## src/rtl/branch_pkg.sv

```systemverilog
// Shared definitions for the branch history table: RISC-V branch funct3
// encodings and the 2-bit saturating counter state.
package branch_pkg;

    localparam logic [2:0] F3_BEQ  = 3'b000;
    localparam logic [2:0] F3_BNE  = 3'b001;
    localparam logic [2:0] F3_BLT  = 3'b100;
    localparam logic [2:0] F3_BGE  = 3'b101;
    localparam logic [2:0] F3_BLTU = 3'b110;
    localparam logic [2:0] F3_BGEU = 3'b111;

    typedef enum logic [1:0] {
        SNT = 2'b00,
        WNT = 2'b01,
        WT  = 2'b10,
        ST  = 2'b11
    } bht_state_t;

endpackage

```

## src/rtl/branch_predictor_bht_if.sv

```systemverilog
// Fetch/EX-side signal bundle of the branch history table.
interface branch_predictor_bht_if;

    logic [31:0] i_if_pc;
    logic        o_pred_taken;
    logic        i_ex_valid;
    logic        i_ex_is_branch;
    logic [31:0] i_ex_pc;
    logic [2:0]  i_ex_funct3;
    logic        i_ex_pred_taken;
    logic        i_br_less;
    logic        i_br_equal;
    logic        o_br_taken;
    logic        o_mispredict;
    logic [31:0] o_branch_cnt;
    logic [31:0] o_mispred_cnt;

    modport master (
        output i_if_pc, i_ex_valid, i_ex_is_branch, i_ex_pc, i_ex_funct3,
               i_ex_pred_taken, i_br_less, i_br_equal,
        input  o_pred_taken, o_br_taken, o_mispredict, o_branch_cnt, o_mispred_cnt
    );

    modport slave (
        input  i_if_pc, i_ex_valid, i_ex_is_branch, i_ex_pc, i_ex_funct3,
               i_ex_pred_taken, i_br_less, i_br_equal,
        output o_pred_taken, o_br_taken, o_mispredict, o_branch_cnt, o_mispred_cnt
    );

endinterface

```

## src/rtl/branch_predictor_bht_sat_counter_2b.sv

```systemverilog
// Next-state logic of one 2-bit saturating taken/not-taken counter.
module sat_counter_2b
    import branch_pkg::*;
(
    input  bht_state_t i_state,
    input  logic       i_taken,
    output bht_state_t o_next
);

    always_comb begin
        o_next = i_state;
        unique case (i_state)
            SNT: o_next = i_taken ? WNT : SNT;
            WNT: o_next = i_taken ? WT  : SNT;
            WT:  o_next = i_taken ? ST  : WNT;
            ST:  o_next = i_taken ? ST  : WT;
            default: o_next = WNT;
        endcase
    end

endmodule

```

## src/rtl/branch_predictor_bht.sv

```systemverilog
// Branch history table: resolves EX branch direction, trains 2-bit counters,
// predicts for fetch, flags mispredictions and keeps statistics.
module branch_predictor_bht
    import branch_pkg::*;
#(
    parameter int unsigned BHT_ENTRIES = 64
) (
    input  logic                   i_clk,
    input  logic                   i_reset,
    branch_predictor_bht_if.slave  bus
);

    localparam int unsigned IDX_W = $clog2(BHT_ENTRIES);

    bht_state_t        r_table [BHT_ENTRIES];
    logic [31:0]       r_branch_cnt;
    logic [31:0]       r_mispred_cnt;

    logic [IDX_W-1:0]  w_if_idx;
    logic [IDX_W-1:0]  w_ex_idx;
    bht_state_t        w_if_state;
    bht_state_t        w_ex_state;
    bht_state_t        w_ex_next;
    logic              w_res;
    logic              w_taken;
    logic              w_legal;
    logic              w_update;
    logic              w_mispredict;
    logic              w_unused_pc;

    assign w_if_idx   = bus.i_if_pc[IDX_W+1:2];
    assign w_ex_idx   = bus.i_ex_pc[IDX_W+1:2];
    assign w_if_state = r_table[w_if_idx];
    assign w_ex_state = r_table[w_ex_idx];

    assign w_unused_pc = ^{bus.i_if_pc[31:IDX_W+2], bus.i_if_pc[1:0],
                           bus.i_ex_pc[31:IDX_W+2], bus.i_ex_pc[1:0]};

    // Illegal funct3 encodings resolve not-taken and never train the table.
    always_comb begin
        w_taken = 1'b0;
        w_legal = 1'b1;
        unique case (bus.i_ex_funct3)
            F3_BEQ:  w_taken = bus.i_br_equal;
            F3_BNE:  w_taken = ~bus.i_br_equal;
            F3_BLT:  w_taken = bus.i_br_less;
            F3_BGE:  w_taken = ~bus.i_br_less;
            F3_BLTU: w_taken = bus.i_br_less;
            F3_BGEU: w_taken = ~bus.i_br_less;
            default: w_legal = 1'b0;
        endcase
    end

    assign w_res        = bus.i_ex_valid & bus.i_ex_is_branch;
    assign w_update     = w_res & w_legal;
    assign w_mispredict = w_update & (w_taken != bus.i_ex_pred_taken);

    sat_counter_2b u_sat (
        .i_state (w_ex_state),
        .i_taken (w_taken),
        .o_next  (w_ex_next)
    );

    // Fetch reads the registered table directly, so a same-cycle update is
    // only visible from the following cycle.
    always_ff @(posedge i_clk or negedge i_reset) begin
        if (!i_reset) begin
            for (int unsigned i = 0; i < BHT_ENTRIES; i++) begin
                r_table[i[IDX_W-1:0]] <= WNT;
            end
            r_branch_cnt  <= '0;
            r_mispred_cnt <= '0;
        end else if (w_update) begin
            r_table[w_ex_idx] <= w_ex_next;
            r_branch_cnt      <= r_branch_cnt + 32'd1;
            if (w_mispredict) begin
                r_mispred_cnt <= r_mispred_cnt + 32'd1;
            end
        end
    end

    assign bus.o_pred_taken  = w_if_state[1];
    assign bus.o_br_taken    = w_res & w_taken;
    assign bus.o_mispredict  = w_mispredict;
    assign bus.o_branch_cnt  = r_branch_cnt;
    assign bus.o_mispred_cnt = r_mispred_cnt;

endmodule

```

## src/flat_wrapper.sv

```systemverilog
// flat-port wrapper written by rule: the top's interface ports become plain ports
module branch_predictor_bht_flat import branch_pkg::*;
#(
    parameter int unsigned BHT_ENTRIES = 64
)
  (i_clk, i_reset, bus_i_if_pc, bus_i_ex_valid, bus_i_ex_is_branch, bus_i_ex_pc, bus_i_ex_funct3, bus_i_ex_pred_taken, bus_i_br_less, bus_i_br_equal, bus_o_pred_taken, bus_o_br_taken, bus_o_mispredict, bus_o_branch_cnt, bus_o_mispred_cnt);
  branch_predictor_bht_if bus_i ();
  input  logic i_clk;
  input  logic i_reset;
  input wire logic [$bits(bus_i.i_if_pc)-1:0] bus_i_if_pc;
  input wire logic [$bits(bus_i.i_ex_valid)-1:0] bus_i_ex_valid;
  input wire logic [$bits(bus_i.i_ex_is_branch)-1:0] bus_i_ex_is_branch;
  input wire logic [$bits(bus_i.i_ex_pc)-1:0] bus_i_ex_pc;
  input wire logic [$bits(bus_i.i_ex_funct3)-1:0] bus_i_ex_funct3;
  input wire logic [$bits(bus_i.i_ex_pred_taken)-1:0] bus_i_ex_pred_taken;
  input wire logic [$bits(bus_i.i_br_less)-1:0] bus_i_br_less;
  input wire logic [$bits(bus_i.i_br_equal)-1:0] bus_i_br_equal;
  output wire logic [$bits(bus_i.o_pred_taken)-1:0] bus_o_pred_taken;
  output wire logic [$bits(bus_i.o_br_taken)-1:0] bus_o_br_taken;
  output wire logic [$bits(bus_i.o_mispredict)-1:0] bus_o_mispredict;
  output wire logic [$bits(bus_i.o_branch_cnt)-1:0] bus_o_branch_cnt;
  output wire logic [$bits(bus_i.o_mispred_cnt)-1:0] bus_o_mispred_cnt;
  assign bus_i.i_if_pc = bus_i_if_pc;
  assign bus_i.i_ex_valid = bus_i_ex_valid;
  assign bus_i.i_ex_is_branch = bus_i_ex_is_branch;
  assign bus_i.i_ex_pc = bus_i_ex_pc;
  assign bus_i.i_ex_funct3 = bus_i_ex_funct3;
  assign bus_i.i_ex_pred_taken = bus_i_ex_pred_taken;
  assign bus_i.i_br_less = bus_i_br_less;
  assign bus_i.i_br_equal = bus_i_br_equal;
  assign bus_o_pred_taken = bus_i.o_pred_taken;
  assign bus_o_br_taken = bus_i.o_br_taken;
  assign bus_o_mispredict = bus_i.o_mispredict;
  assign bus_o_branch_cnt = bus_i.o_branch_cnt;
  assign bus_o_mispred_cnt = bus_i.o_mispred_cnt;
  branch_predictor_bht #(.BHT_ENTRIES(BHT_ENTRIES)) u_core (.i_clk(i_clk), .i_reset(i_reset), .bus(bus_i));
endmodule
```

## config.mk

```make
export PLATFORM = sky130hd
export DESIGN_NAME = branch_predictor_bht_flat
export DESIGN_NICKNAME = d
export VERILOG_FILES = /design/src/rtl/branch_pkg.sv /design/src/rtl/branch_predictor_bht_if.sv /design/src/rtl/branch_predictor_bht_sat_counter_2b.sv /design/src/rtl/branch_predictor_bht.sv /design/src/flat_wrapper.sv
export SDC_FILE = /design/constraint.sdc
export NUM_CORES = 1
export LEC_CHECK = 0
export ABC_AREA = 1
export CORE_MARGIN = 2
export CORE_UTILIZATION = 38
export CTS_BUF_LIST = sky130_fd_sc_hd__clkbuf_16
export CTS_CLUSTER_DIAMETER = 150
export CTS_CLUSTER_SIZE = 28
export DETAILED_ROUTE_END_ITERATION = 12
export GPL_TIMING_DRIVEN = 0
export PLACE_DENSITY_LB_ADDON = 0.08
export SYNTH_ARGS = -nofsm -noshare
export SYNTH_HDL_FRONTEND = slang
export SYNTH_SLANG_ARGS = --single-unit
```

## constraint.sdc

```tcl
create_clock -name i_clk -period 4.54 [get_ports i_clk]
set_clock_uncertainty 0.05 [all_clocks]
set_input_delay 0.454 -clock i_clk [delete_from_list [all_inputs] [get_ports i_clk]]
set_output_delay 0.454 -clock i_clk [all_outputs]
set_load 0.05 [all_outputs]
```

; ---- Word-level counts from Yosys, hierarchy flattened
; Index checks and enable logic that the tools add are counted.
[word_totals]
ff_bits = 192
in_bits = 74
out_inout_bits = 67
elab_cells = 111
[op_classes]
add_sub_neg = 2
order_cmp = 3
n_eq_ne = 9
mux = 16
n_bitwise = 8
reduce_logical = 7
[op_table]
columns = op, n
row1 = 128-bit bitwise mux, 1
row2 = "32-bit by 1-bit adder with 32-bit output, second input constant", 2
row3 = 2-bit binary-select mux with 6-bit select, 2
row4 = "7-bit greater-or-equal comparator, second input constant", 2
row5 = 2-bit two-way mux, 7
row6 = 6-bit NOT with 7-bit output, 2
row7 = 2-bit demux with 6-bit select, 1
row8 = "3-bit equality test, second input constant", 4
row9 = 2-bit case mux with 4 select lines, 1
row10 = "7-bit by 1-bit less-than comparator with 1-bit output, second input constant", 1
row11 = 6-bit OR reduction, 1
row12 = 1-bit AND, 4
row13 = "2-bit equality test, second input constant", 2
row14 = 1-bit case mux with 4 select lines, 1
row15 = 2-bit OR reduction, 2
row16 = "3-bit by 1-bit equality test with 1-bit output, second input constant", 1
row17 = 3-bit zero test, 1
row18 = 1-bit two-way mux, 3
row19 = "2-bit by 1-bit equality test with 1-bit output, second input constant", 1
row20 = 2-bit zero test, 1
row21 = 1-bit NOT, 2
row22 = 2-bit AND reduction, 1
row23 = 1-bit logical AND, 1
row24 = 1-bit != test, 1

; ---- Longest topological paths before layout
; Gate-level depths: netlist of the first run.
[logic_depth]
depth_word = 7
depth_mapped = 16
ltp_nobuf = 13

; ---- Modules after synthesis
; From an unflattened synthesis of the first run, not the netlist that was laid out.
[unflattened]
hier_cells = 1530
area_unflattened_um2 = 10919.2
[modules_own_cells]
columns = module, instances, cells_each, area_per_inst_um2, seq_area_each_um2
row1 = branch_predictor_bht, 1, 1525, 10898.0, 4884.7
row2 = sat_counter_2b, 1, 5, 21.3, 0.0

; ---- Worst setup path after synthesis of the first run
; No wires, ideal clock.
[synth_timing]
kind = input to output
from = in bus_i_if_pc[2]
to = out bus_o_pred_taken
t_arrival_ps = 2553
required_time_ps = 4036
slack_ps = 1483
cell_stages = 8
path_buffers = 2
path_cell_list = clkbuf_1 -> clkbuf_1 -> o21ai_0 -> o211ai_1 -> o211ai_1 -> o211ai_1 -> nand2_1 -> o21ai_0
[synth_via]
elab_chain_cells = 4
[synth_rtl]
columns = item, line_no
row1 = from (decl), flat_wrapper.sv:10  ; input wire logic [$bits(bus_i.i_if_pc)-1:0] bus_i_if_pc;
row2 = 6-bit NOT with 7-bit output (not written as such), branch_predictor_bht.sv:33  ; assign w_if_state = r_table[w_if_idx];
row3 = 2-bit binary-select mux with 6-bit select, branch_predictor_bht.sv:33
row4 = 2-bit two-way mux (not written as such) (2 in a row), branch_predictor_bht.sv:33
row5 = to (decl), flat_wrapper.sv:18  ; output wire logic [$bits(bus_i.o_pred_taken)-1:0] bus_o_pred_taken;
; Every way passes these cells. The select of a mux whose other input is x is not followed.

; ---- Worst setup path in the final report of the first run
; Same ends and word-level chain as after synthesis.

==> key figures, run 1 <==
Final layout
  • Fillcell total: 2998
  • Area grow syn2layout: 17.6%
  • Final Cell Area: 0.0131 mm2
  • Share of post-route cells with drive strength above 1: 8.68%
  • # diodes: 0
  • Multi-input gate area: 0.00513 mm2
  • Final Net Count: 1780
  • Register area: 0.00488 mm2

Route
  • Highest routed layer: met4
  • Metal-1 WL: 17000 um
  • Initial DRC count: 864
  • DRT Pass-1 Iters: 5
  • Wirelength, routed: 36700 um
  • WL met3: 2390 um
  • Antenna viol nets, final: 0
  • Vias per cell: 4.99
  • Via count: 10500
  • Drt wl/cell: 17.5 um
  • DR WL met2: 16100 um
  • Post-route DRC: 0

Clocking
  • Cts repair resizes: 0
  • CTS root buffer: clkbuf_16
  • Clk_lat worst skew: 0.46 ns
  • CTS Buffer Depth: 2
  • Cts bufs inserted: 17
  • Clk sinks: 192
  • Clk slew on worst S/H paths: 0.07 ns
  • H-tree Lvls: 4
  • CTS tree: yes

Synthesis
  • Yosys cell types: 31
  • Synthesized area: 0.0112 mm2
  • YS warnings: 0
  • Post-synthesis sequential area ratio: 43.8%
  • Seq cells post-synth: 192
  • Net Count, Synth: 1673
  • Syn_area_per_cell: 6.99 um2
  • Synth Instances: 1597

Global route
  • Total track usage: 24.9%
  • Initial antenna violation count: 0
  • Largest net degree at the start of global routing: 116
  • Vias in the first global route: 10200
  • First-pass GRT wire length: 58400 um
  • Grt total ovfl: 0

Placement
  • Placed Area: 0.0125 mm2
  • DP HPWL: 24900 um
  • IO buf count: 86
  • GP Congestion: 0.884

Setup path
  • Req. time, crit path: 4.04 ns
  • Crit path cell chain: clkdlybuf4s50_1 > clkbuf_1 > clkbuf_1 > o21ai_0 > o211ai_1 > o211ai_1 > nand3_1 > nand2_1 > o21ai_0 > clkdlybuf4s50_1
  • CP Capture Type: output pin
  • Crit path max fanout: 10
  • WP data arrival: 3.85 ns
  • Worst Setup Start Kind: primary input
  • Critical path class: primary input to output pin
  • CP max-delay cell: clkdlybuf4s50_1
  • Slowest cell delay on critical path: 0.88 ns

Floorplanning
  • Core area: 0.0288 mm2
  • Io pins: 141
  • Die width: 175 um
  • Chip height: 175 um
  • Row Count: 62
  • Initial Util: 38.8%
  • DIE AREA: 0.0308 mm2

Timing
  • Actual slew at the worst max-slew pin: 0.818 ns
  • Post-layout min period: 4.35 ns
  • Final worst-path cycle share: 95.8%
  • Fin. Hold Viols: 0
  • RSZ-0062 raised after global routing: no
  • Setup violators final: 0
  • Slew headroom: 45.4%
  • Max-slew violations: 0
  • Max Clk Rate: 230 MHz

Job
  • MaxCap Viol Count: 0

Power
  • Leakage power: 0.00622 uW
  • Maximum vdd drop: 0.000279 V
  • Pwr dens: 349 mW/mm2
  • Overall Power: 4580 uW

Hold path
  • Worst min-delay path category: flop to flop

Status
  • Status: finished clean
-- flip-flops by register name, indices dropped and copies added (netlist names) --
name                      cells
u_core.bus.o_branch_cnt      32
u_core.bus.o_mispred_cnt     32
u_core.r_table              128
-- Yosys cell counts, drive strengths merged --
master | count | area share, %
a21oi | 18 | 0.81
buf | 38 | 2.3
clkbuf | 13 | 0.44
clkinv | 1 | 0.034
dfrtp | 128 | 29
dfstp | 64 | 15
ha | 2 | 0.22
inv | 223 | 7.5
nand2 | 577 | 20
nand3 | 129 | 5.8
nand3b | 1 | 0.067
nand4 | 17 | 0.95
nor2 | 173 | 6.0
nor3 | 26 | 1.2
nor4 | 13 | 0.73
o211ai | 21 | 1.4
o21ai | 75 | 3.4
or2 | 14 | 0.78
or3b | 1 | 0.078
xnor2 | 22 | 1.7
xor2 | 41 | 3.2
-- final timing paths --
check / slack, ns / from / cells past startpoint / endpoint
max: 0.19 / bus_i_if_pc[2] / 10 / bus_o_pred_taken
min: 0.42 / u_core.r_table[34] / 2 / u_core.r_table[34]
max reg2reg: 2.23 / u_core.r_table[48] / 12 / u_core.r_table[77]
min reg2reg: 0.42 / u_core.r_table[34] / 2 / u_core.r_table[34]
max in group asynchronous: 2.91 / i_reset / 3 / u_core.bus.o_mispred_cnt[26]
min in group asynchronous: 0.51 / i_reset / 2 / u_core.r_table[111]
-- critical path, delay by kind of cell --
kind / cells / cell delay (ns)
AOI/OAI and AO/OA: 4 / 0.84
and+or+nand+nor: 2 / 0.15
buffers and inverters: 4 / 2.39
-- timing repair --
item,in CTS,in global routing
buffers inserted,0,0
hold buffers,1,0
endpoints found under the hold margin,39,0
-- area by class of cell --
type                    count  share of cell area (%)
multi-input cells        1130                    39.1
well taps                 384                    3.66
repair buffers             88                    6.88
clock buffers              17                    3.24
clock inverters            15                    1.17
plain buffers              51                    2.35
flip-flops and latches    192                    37.2
inverters                 224                    6.41
-- power by group --
| part | leakage, uW | internal, uW | switching, uW | total, uW |
|---|---|---|---|---|
| Sequential | 0.00239 | 1870 | 126 | 2000 |
| Clock | 0.000288 | 821 | 744 | 1560 |
| Combinational | 0.00354 | 310 | 705 | 1020 |
| Total | 0.00622 | 3000 | 1580 | 4580 |
-- metal layers --
metal  track usage, %  vias up
met2             38.1      316
met1             34.2     4930
met4             9.34        0
li1                 -     5157
met3             6.13       74
met5                0        -
-- cell families after synthesis --
kind of cell	synth area share, %
buffers and inverters	10.3
adder cells (fa/ha/maj)	0.224
XOR/XNOR	4.94
AO/OA/AOI/OAI	5.58
flip-flops	43.8
AND/OR/NAND/NOR	35.2
-- metrics by stage --
stage	std cells	hold WS [ns]	TNS [ns]	worst slack [ns]	utilization (%)
detailed placement	2068	0.404	0	0.322	43.6
floorplan	1597	0.108	0	1.48	-
finish	2101	0.417	0	0.190	45.6
CTS	2101	0.417	0	0.316	45.6
global placement	2067	0.402	-906.89	-5.63	43.4
global route	2101	0.429	0	0.0689	45.6
-- layout by cell type (no fill, tap or decap), types with 3 or more instances in the layout --
master	count
nor2_1	169
o211ai_1	21
a21oi_1	18
xor2_1	41
inv_1	219
clkbuf_1	13
buf_4	11
o21ai_0	55
clkdlybuf4s50_1	85
dfrtp_1	128
or2_1	10
dfstp_2	64
or2_2	4
inv_6	4
nor4_1	13
xnor2_1	22
nor3_1	26
buf_2	18
inv_2	4
nand2_1	571
nand4_1	17
o21ai_1	20
nand3_1	129
buf_6	7
inv_8	3
clkinv_1	5
nand2_2	4
clkbuf_16	17
Note: power is estimated with default switching activity, not from simulation.
==> inputs of run 2 (changes only) <==
--- a/config.mk
+++ b/config.mk
@@ -7,13 +7,14 @@
 export LEC_CHECK = 0
 export ABC_AREA = 1
 export CORE_MARGIN = 2
-export CORE_UTILIZATION = 38
+export CORE_UTILIZATION = 55
 export CTS_BUF_LIST = sky130_fd_sc_hd__clkbuf_16
 export CTS_CLUSTER_DIAMETER = 150
 export CTS_CLUSTER_SIZE = 28
 export DETAILED_ROUTE_END_ITERATION = 12
 export GPL_TIMING_DRIVEN = 0
 export PLACE_DENSITY_LB_ADDON = 0.08
+export SLEW_MARGIN = 15
 export SYNTH_ARGS = -nofsm -noshare
 export SYNTH_HDL_FRONTEND = slang
 export SYNTH_SLANG_ARGS = --single-unit
==> key figures, run 2 (synthesis results as in run 1) <==
Status
  • Status: finished clean

Clocking
  • Clk slew on worst S/H paths: 0.07 ns
  • H-tree Lvls: 4
  • Clk_lat worst skew: 0.44 ns
  • Cts bufs inserted: 17
  • CTS tree: yes
  • Post-CTS Hold Fix Bufs: 1
  • CTS Buffer Depth: 2
  • Cts repair resizes: 0
  • CTS root buffer: clkbuf_16
  • Clk sinks: 192
  • Post-CTS Setup Inserts: 0

Job
  • MaxCap Viol Count: 0

Final layout
  • Largest reg by FF count: u_core.r_table
  • Most frequent cells in the layout: nand2_1, inv_1, nor2_1
  • # diodes: 0
  • Commonest non-fill, non-tap cell in the layout: nand2_1
  • Final Net Count: 1781
  • Fillcell total: 1801
  • Max reg flops: 128
  • Area grow syn2layout: 16.6%
  • Share of post-route cells with drive strength above 1: 8.85%
  • Cell Count, Final, Fillers Out: 1988

Hold path
  • Worst min-delay path category: flop to flop

Route
  • Wirelength, routed: 34100 um
  • Via count: 10800
  • Vias per cell: 5.41
  • Post-route DRC: 0
  • Initial DRC count: 941
  • DRT Pass-1 Iters: 5
  • Antenna viol nets, final: 0
  • Drt wl/cell: 17.1 um

Setup path
  • Worst Setup Start Kind: primary input
  • CP Capture Type: output pin
  • WP data arrival: 3.72 ns
  • Crit path max fanout: 10
  • Critical path class: primary input to output pin
  • Req. time, crit path: 4.04 ns

Placement
  • DP HPWL: 23300 um
  • IO buf count: 86
  • Placed insts: 1955
  • GP Congestion: 0.989

Timing
  • Max Clk Rate: 237 MHz
  • Actual slew at the worst max-slew pin: 0.735 ns
  • TNS Setup: 0 ns
  • RSZ-0062 raised after global routing: no
  • Final worst-path cycle share: 93.1%
  • Setup violators final: 0
  • Max-slew violations: 0
  • Slew headroom: 50.9%
  • Post-layout min period: 4.23 ns
  • Fin. Hold Viols: 0

Floorplanning
  • Chip height: 146 um
  • Die width: 146 um
  • DIE AREA: 0.0214 mm2
  • Row Count: 52
  • Initial Util: 55.5%
  • Core area: 0.0201 mm2
  • Io pins: 141

Power
  • Sw Ratio: 34.6%
  • P_int: 2960 uW
  • Reg power frac: 44.2%
  • Maximum vdd drop: 0.000376 V
  • Leakage power: 0.00623 uW
  • Comb pwr share: 22.4%
  • Overall Power: 4520 uW
  • Switching power total: 1560 uW
  • Pwr dens: 348 mW/mm2
  • Clock Power Share: 33.5%

Global route
  • Grt total ovfl: 0
  • First-pass GRT wire length: 54400 um
  • Vias in the first global route: 10200
  • Total track usage: 32.5%
  • Largest net degree at the start of global routing: 88
  • Initial antenna violation count: 0
[run 2: through the flow]
stage	hold slack, ns	util (%)	cell area, um2	setup slack (ns)
floorplan	0.108	-	11200	1.48
global placement	0.404	61.5	12400	-5.07
detailed placement	0.355	61.8	12400	0.395
CTS	0.418	64.7	13000	0.399
global route	0.430	64.7	13000	0.185
finish	0.418	64.7	13000	0.315
[run 2: layer usage]
| metal | global-route usage (%) | wire length (um) | vias up |
|---|---|---|---|
| met5 | 0 | 0 | - |
| met4 | 14.1 | 1280 | 0 |
| met3 | 6.13 | 2730 | 90 |
| met2 | 50.2 | 15200 | 464 |
| met1 | 44.9 | 14800 | 5038 |
| li1 | - | - | 5158 |
[run 2: worst max-delay path: stages]
cell and delay (ns):
clkdlybuf4s50_1 0.54, clkbuf_1 0.43, clkbuf_1 0.53, o21ai_0 0.21
o211ai_1 0.12, o211ai_1 0.11, nand3_1 0.10, nand2_1 0.06
o21ai_0 0.28, clkdlybuf4s50_1 0.87
[run 2: layout make-up]
cell class                 instances  area [um2]  area share, %
buffer                            51         308           2.37
clock buffer                      17         425           3.27
clock inverter                    15         158           1.21
inverter                         224         841           6.46
multi-input combinational       1130        5130           39.4
sequential                       192        4880           37.5
tap                              270         338           2.60
timing repair buffer              89         931           7.15
[run 2: path summary, 6_finish.rpt]
check	end	slack, ns	cells past startpoint	startpoint
setup / recovery	bus_o_pred_taken	0.31	10	bus_i_if_pc[2]
hold / removal	u_core.r_table[76]	0.42	2	u_core.r_table[76]
setup reg to reg	u_core.r_table[51]	2.23	12	u_core.r_table[103]
hold reg to reg	u_core.r_table[76]	0.42	2	u_core.r_table[76]
max in group asynchronous	u_core.r_table[114]	3.14	3	i_reset
min in group asynchronous	u_core.r_table[79]	0.48	2	i_reset
[run 2: power by group through the flow]
stage | clock, uW | sequential (uW) | combinational, uW
2_1_floorplan | 0 | 2200 | 432
3_5_place_dp | 0 | 2020 | 1010
5_1_grt | 1600 | 2010 | 1090
3_3_place_gp | 0 | 2020 | 982
4_1_cts | 1530 | 1990 | 1010
6_report | 1510 | 2000 | 1010
